==> src/rtl/debug_tx_pkg.sv <==
// Shared types and frame-geometry constants for the debug frame transmitter.
// Optional build macro: DEBUG_TX_CHECKSUM_EN adds a trailing XOR checksum byte.
package debug_tx_pkg;

   typedef enum logic [1:0] {IDLE, SEND, DONE} top_state_t;
   typedef enum logic [1:0] {B_IDLE, B_START, B_DATA, B_STOP} byte_state_t;

   localparam logic [7:0] SYNC_BYTE_DEFAULT = 8'hA5;

`ifdef DEBUG_TX_CHECKSUM_EN
   localparam int CHK_BYTES = 1;
`else
   localparam int CHK_BYTES = 0;
`endif

   // Sync byte + sequence number + port bytes (+ checksum).
   function automatic int frame_bytes(input int num_ports);
      return num_ports + 2 + CHK_BYTES;
   endfunction

endpackage

==> src/rtl/uart_tx_byte.sv <==
// 8N1 byte serializer with a registered txd; ready is also raised in the last
// stop-bit cycle so consecutive bytes leave with no idle gap.
module uart_tx_byte
   import debug_tx_pkg::*;
#(
   parameter int CLKS_PER_BIT = 434
) (
   input  logic       clk,
   input  logic       nreset,
   input  logic       valid,
   input  logic [7:0] data,
   output logic       ready,
   output logic       txd
);

   localparam logic [15:0] BAUD_LAST = 16'(CLKS_PER_BIT - 1);

   byte_state_t state_reg, state_next;
   logic [15:0] baud_reg, baud_next;
   logic [2:0]  bit_reg, bit_next;
   logic [7:0]  shift_reg, shift_next;
   logic        txd_reg, txd_next;
   logic        last_baud;

   always_ff @(posedge clk) begin
      if (!nreset) begin
         state_reg <= B_IDLE;
         baud_reg  <= '0;
         bit_reg   <= '0;
         shift_reg <= '0;
         txd_reg   <= 1'b1;
      end else begin
         state_reg <= state_next;
         baud_reg  <= baud_next;
         bit_reg   <= bit_next;
         shift_reg <= shift_next;
         txd_reg   <= txd_next;
      end
   end

   always_comb begin
      last_baud  = (baud_reg == BAUD_LAST);
      ready      = (state_reg == B_IDLE) || ((state_reg == B_STOP) && last_baud);
      state_next = state_reg;
      baud_next  = last_baud ? '0 : baud_reg + 16'd1;
      bit_next   = bit_reg;
      shift_next = shift_reg;
      txd_next   = txd_reg;

      case (state_reg)
         B_IDLE: baud_next = '0;
         B_START: begin
            if (last_baud) begin
               state_next = B_DATA;
               bit_next   = 3'd0;
               txd_next   = shift_reg[0];
            end
         end
         B_DATA: begin
            if (last_baud) begin
               if (bit_reg == 3'd7) begin
                  state_next = B_STOP;
                  txd_next   = 1'b1;
               end else begin
                  bit_next   = bit_reg + 3'd1;
                  shift_next = {1'b0, shift_reg[7:1]};
                  txd_next   = shift_reg[1];
               end
            end
         end
         B_STOP: begin
            if (last_baud) state_next = B_IDLE;
         end
         default: state_next = B_IDLE;
      endcase

      // A new byte may start straight out of the final stop-bit cycle.
      if (ready && valid) begin
         state_next = B_START;
         shift_next = data;
         baud_next  = '0;
         txd_next   = 1'b0;
      end
   end

   assign txd = txd_reg;

endmodule

==> src/rtl/debug_frame_tx.sv <==
// Snapshots the CPU debug ports and sends them as one framed UART burst.
// Optional build macro: DEBUG_TX_CHECKSUM_EN appends XOR(seq, ports) to each frame.
module debug_frame_tx
   import debug_tx_pkg::*;
#(
   parameter int         CLKS_PER_BIT = 434,
   parameter int         NUM_PORTS    = 7,
   parameter logic [7:0] SYNC_BYTE    = SYNC_BYTE_DEFAULT
) (
   input  logic                   clk,
   input  logic                   nreset,
   input  logic                   snap_i,
   input  logic [8*NUM_PORTS-1:0] ports_i,
   output logic                   txd_o,
   output logic                   busy_o,
   output logic                   frame_done_o,
   output logic [7:0]             drop_cnt_o
);

   localparam int FRAME_BYTES = frame_bytes(NUM_PORTS);
   localparam int IDX_W       = $clog2(FRAME_BYTES + 1);
   localparam int SLOTS       = 2 ** IDX_W;
   localparam logic [IDX_W-1:0] END_IDX = IDX_W'(FRAME_BYTES);

   top_state_t             state_reg, state_next;
   logic [8*NUM_PORTS-1:0] buf_reg, buf_next;
   logic [IDX_W-1:0]       idx_reg, idx_next;
   logic [7:0]             seq_reg, seq_next;
   logic [7:0]             drop_reg, drop_next;
   logic                   accept;
   logic                   tx_valid, tx_ready;
   logic [7:0]             tx_data;
   logic [7:0]             byte_slot [SLOTS];
`ifdef DEBUG_TX_CHECKSUM_EN
   logic [7:0]             chk_reg, chk_next;
`endif

   // Frame byte lookup by index; slots past the frame end read as zero.
   for (genvar gi = 0; gi < SLOTS; gi++) begin : g_slot
      if (gi == 0) begin : g_sync
         assign byte_slot[gi] = SYNC_BYTE;
      end else if (gi == 1) begin : g_seq
         assign byte_slot[gi] = seq_reg;
      end else if (gi < NUM_PORTS + 2) begin : g_port
         assign byte_slot[gi] = buf_reg[(gi-2)*8 +: 8];
      end
`ifdef DEBUG_TX_CHECKSUM_EN
      else if (gi == NUM_PORTS + 2) begin : g_chk
         assign byte_slot[gi] = chk_reg;
      end
`endif
      else begin : g_pad
         assign byte_slot[gi] = 8'h00;
      end
   end

   assign tx_data  = byte_slot[idx_reg];
   assign tx_valid = (state_reg == SEND) && (idx_reg != END_IDX);

   uart_tx_byte #(
      .CLKS_PER_BIT(CLKS_PER_BIT)
   ) u_byte (
      .clk    (clk),
      .nreset (nreset),
      .valid  (tx_valid),
      .data   (tx_data),
      .ready  (tx_ready),
      .txd    (txd_o)
   );

   always_ff @(posedge clk) begin
      if (!nreset) begin
         state_reg <= IDLE;
         buf_reg   <= '0;
         idx_reg   <= '0;
         seq_reg   <= '0;
         drop_reg  <= '0;
`ifdef DEBUG_TX_CHECKSUM_EN
         chk_reg   <= '0;
`endif
      end else begin
         state_reg <= state_next;
         buf_reg   <= buf_next;
         idx_reg   <= idx_next;
         seq_reg   <= seq_next;
         drop_reg  <= drop_next;
`ifdef DEBUG_TX_CHECKSUM_EN
         chk_reg   <= chk_next;
`endif
      end
   end

   always_comb begin
      state_next = state_reg;
      buf_next   = buf_reg;
      idx_next   = idx_reg;
      seq_next   = seq_reg;
      drop_next  = drop_reg;
      accept     = 1'b0;
`ifdef DEBUG_TX_CHECKSUM_EN
      chk_next   = chk_reg;
`endif

      case (state_reg)
         IDLE: accept = snap_i;
         SEND: begin
            if (snap_i && (drop_reg != 8'hFF)) drop_next = drop_reg + 8'd1;
            if (tx_valid && tx_ready) begin
               idx_next = idx_reg + 1'b1;
`ifdef DEBUG_TX_CHECKSUM_EN
               if (idx_reg != '0) chk_next = chk_reg ^ tx_data;
`endif
            end else if ((idx_reg == END_IDX) && tx_ready) begin
               // Last stop bit is on the wire this cycle.
               state_next = DONE;
            end
         end
         DONE: begin
            seq_next   = seq_reg + 8'd1;
            accept     = snap_i;
            state_next = IDLE;
         end
         default: state_next = IDLE;
      endcase

      if (accept) begin
         buf_next   = ports_i;
         idx_next   = '0;
         state_next = SEND;
`ifdef DEBUG_TX_CHECKSUM_EN
         chk_next   = 8'h00;
`endif
      end
   end

   assign busy_o       = (state_reg != IDLE);
   assign frame_done_o = (state_reg == DONE);
   assign drop_cnt_o   = drop_reg;

endmodule
==> config.mk <==
export PLATFORM = sky130hd
export DESIGN_NAME = debug_frame_tx
export DESIGN_NICKNAME = d
export VERILOG_FILES = /design/src/rtl/debug_tx_pkg.sv /design/src/rtl/uart_tx_byte.sv /design/src/rtl/debug_frame_tx.sv
export SDC_FILE = /design/constraint.sdc
export NUM_CORES = 1
export LEC_CHECK = 0
export ABC_AREA = 1
export ABC_CLOCK_PERIOD_IN_PS = 2100
export CAP_MARGIN = 20
export CORE_MARGIN = 3
export CORE_UTILIZATION = 41
export CTS_CLUSTER_DIAMETER = 30
export DETAILED_ROUTE_END_ITERATION = 12
export GPL_ROUTABILITY_DRIVEN = 0
export PLACE_DENSITY = 0.65
export SYNTH_ARGS = -nofsm -noshare
export SYNTH_HDL_FRONTEND = slang
export SYNTH_SLANG_ARGS = --single-unit
==> constraint.sdc <==
create_clock -name clk -period 2.1 [get_ports clk]
set_input_delay 0.42 -clock clk [delete_from_list [all_inputs] [get_ports clk]]
set_output_delay 0.42 -clock clk [all_outputs]
set_load 0.02 [all_outputs]
==> run_results.csv <==
group,metric,value,unit
critical_path,register_to_register_setup_slack,220,ps
run,max-cap-violations,0,
synthesis,synth-warning-count,0,
sta,rsz0062_at_grt,"true",
finish,diodes,0,
synthesis,postSynthRegisterBits,108,
critical_path,startpoint_type,"register",
finish,final_core_util,0.514,
power,peakVddDrop,0.555,mV
global_routing,antenna_found_initial,0,
floorplanning,io-pin-count,70,
critical_path,timing.critical_path.arrival,1500,ps
floorplanning,die_height,118,microns
sta,ratio_of_final_minimum_period_to_clock_period,0.916,
floorplanning,die_area,14000,sq um
finish,area_growth_syn_to_layout,21.1,%
finish,number_of_flip_flops_in_the_largest_register,56,
cts,cts_num_sinks,108,
routing,via_count,4817,
sta,period_needed,1920,ps
sta,fmax,520,MHz
global_routing,grt_most_used_layer,"met2",
power,post-layout-total-power,4.58,mW
cts,worst_skew_pair.late_latency,350,ps
floorplanning,initial_utilization,0.424,
sta,max_slew_headroom,0.637,
global_routing,first_global_vias,4571,
critical_path,critical_path.endpoint_type,"output port",
power,p_leak,2.52,nW
synthesis,synthFlopType,"sky130_fd_sc_hd__dfxtp_1",
sta,report.final.hold_viol_count,0,
synthesis,ys_top_cells_by_area,"sky130_fd_sc_hd__dfxtp_1, sky130_fd_sc_hd__nand2_1, sky130_fd_sc_hd__nor2_1, sky130_fd_sc_hd__o21ai_0, sky130_fd_sc_hd__inv_1",
global_routing,grt_use_met3,0.0517,
cts,cts.hold.buffers_added,0,
cts,cts-htree-levels,3,
hold_path,min_from,"nreset",
synthesis,yosys-top-cells-count,"sky130_fd_sc_hd__nand2_1, sky130_fd_sc_hd__nor2_1, sky130_fd_sc_hd__dfxtp_1, sky130_fd_sc_hd__o21ai_0, sky130_fd_sc_hd__inv_1",
critical_path,critical_path.startpoint,"state_reg[0]",
global_routing,met2_usage,0.310,
global_routing,maximum_number_of_pins_on_one_net_before_global_route_repair,89,
sta,report.final.setup_viol,0,
synthesis,netlist_instances,763,
global_routing,global_route.usage.total,0.174,
cts,cts_resized,0,
routing,routed_via_density,4.88,
cts,cts_buffers,9,
global_routing,grt.overflow.total,0,
synthesis,synth_top_cell_area_share,0.419,
routing,drt_pass1_iterations,4,
synthesis,seq_area_frac_synth,0.419,
hold_path,hold_depth,2,
cts,clock-root-buffer,"sky130_fd_sc_hd__clkbuf_16",
synthesis,synth_edf_count,0,
routing,wl_per_cell,12.0,microns
cts,tritoncts,"built",
routing,detail-route-antenna-nets,0,
synthesis,synth_cell_types,35,
critical_path,cp.required,1680,ps
critical_path,reg2regPathDepth,9,
synthesis,yosysMostFrequentCell,"sky130_fd_sc_hd__nand2_1",
finish,seq_area,2160,sq um
floorplanning,placement_rows,40,
floorplanning,placeableCoreArea,12200,sq um
placed_design,buffer_ports.inserted,69,
routing,detail_route.wirelength,11.8,mm
synthesis,syn_nets,830,
placed_design,dpl_wire_length,8.25,mm
global_routing,grt_use_met1,0.206,
sta,fin_worst_skew,10.4,ps
synthesis,mappedNetlistArea,5160,sq um
floorplanning,floorplan.die.width,118,microns
critical_path,r2r_start,"u_byte.baud_reg[1]",
run_status,result_of_the_run,"finished clean",
sta,hold_ws,361,ps
global_routing,grt_pass1_wl,20.3,mm
critical_path,worstSetupPathType,"register to output port",
finish,share_of_final_layout_standard_cells_stronger_than_drive_strength_1,0.0635,
routing,drc,0,
finish,num-fill-cells,1220,
cts,clk_pin_slew_worst_paths,70,ps
finish,multi_input_comb_area,2500,sq um
synthesis,post_synth.cell_area_avg,6.76,sq um
sta,maxSlewViolCount,0,
finish,design.final.nets,882,
cts,post_cts_setup_buffers,0,
routing,drtIter0Drc,292,
critical_path,critical_path.max_fanout,4,
hold_path,min_path_type,"input port to register",
cts,max-clock-path-buffers,2,
synthesis,synth_top_area_cell,"sky130_fd_sc_hd__dfxtp_1",
synthesis,postSynth.asyncResetShare,0,
power,power_density,733,nW/um^2
sta,tightest_slew,544,ps
==> layout make-up <==
type	instances	share of cell area
Sequential cell	108	0.346
Multi-Input combinational cell	529	0.400
Clock inverter	5	0.00601
Clock buffer	10	0.0366
Timing Repair Buffer	77	0.124
Tap cell	168	0.0336
Inverter	90	0.0541
==> cell usage in the layout (no fill, tap or decap), types with 2 or more instances in the layout <==
cell,count
sky130_fd_sc_hd__nand3_1,53
sky130_fd_sc_hd__ha_1,8
sky130_fd_sc_hd__inv_2,9
sky130_fd_sc_hd__nor4_1,2
sky130_fd_sc_hd__nand2_2,4
sky130_fd_sc_hd__dfxtp_1,108
sky130_fd_sc_hd__nor3b_1,3
sky130_fd_sc_hd__buf_12,2
sky130_fd_sc_hd__o21ai_1,7
sky130_fd_sc_hd__clkdlybuf4s50_1,67
sky130_fd_sc_hd__buf_4,6
sky130_fd_sc_hd__nand2_1,141
sky130_fd_sc_hd__o21ai_0,82
sky130_fd_sc_hd__inv_1,79
sky130_fd_sc_hd__and3_1,2
sky130_fd_sc_hd__xor2_1,9
sky130_fd_sc_hd__clkinv_1,2
sky130_fd_sc_hd__clkbuf_16,9
sky130_fd_sc_hd__a21oi_1,59
sky130_fd_sc_hd__nor3_1,11
sky130_fd_sc_hd__clkinvlp_4,2
sky130_fd_sc_hd__nor3_2,2
sky130_fd_sc_hd__nor2_1,125
sky130_fd_sc_hd__nor2_2,9
==> final timing paths <==
kind | end
hold reg to reg | buf_reg[33]
setup reg to reg | u_byte.baud_reg[11]
hold / removal | u_byte.txd
setup / recovery | busy_o
==> where the power goes <==
| part | switching, mW | total (mW) | internal [mW] | leakage (nW) |
|---|---|---|---|---|
| clock | 0.759 | 1.56 | 0.802 | 0.125 |
| combinational | 0.446 | 0.756 | 0.310 | 1.51 |
| sequential | 0.0669 | 2.26 | 2.19 | 0.886 |
| total | 1.27 | 4.58 | 3.31 | 2.52 |
==> metal layers <==
metal  up-vias  share of wire  wire (microns)
li1       2534              -               -
met1      2174           0.44            5220
met2        99           0.50            5870
met3        10          0.050             590
met4         0          0.013             148
met5         -              0               0
==> through the flow <==
stage	TNS, ps	worst slack (ps)	cell area, sq um	cells
2_1_floorplan	0	437	5160	763
3_3_place_gp	0	291	5980	972
3_5_place_dp	0	208	5980	972
4_1_cts	0	58.4	6250	987
5_1_grt	-198	-42.8	6250	987
6_report	0	177	6250	987
==> logic make-up (layout without fill, tap and decap cells) <==
group / after synthesis / after routing / synth area share
adders and majority gates: 8 / 8 / 0.0194
AOI/OAI and AO/OA: 154 / 154 / 0.153
xor gates and xnor gates: 10 / 10 / 0.0170
and+or+nand+nor: 357 / 357 / 0.295
DFF: 108 / 108 / 0.419
buffers and inverters: 126 / 182 / 0.0970
==> critical path, cell delays in order, from the launching register on <==
cell                              delay (ps)
sky130_fd_sc_hd__dfxtp_1                 420
sky130_fd_sc_hd__inv_2                    70
sky130_fd_sc_hd__nand2_1                  70
sky130_fd_sc_hd__clkdlybuf4s50_1         600
(Power assumes the default switching activity.)
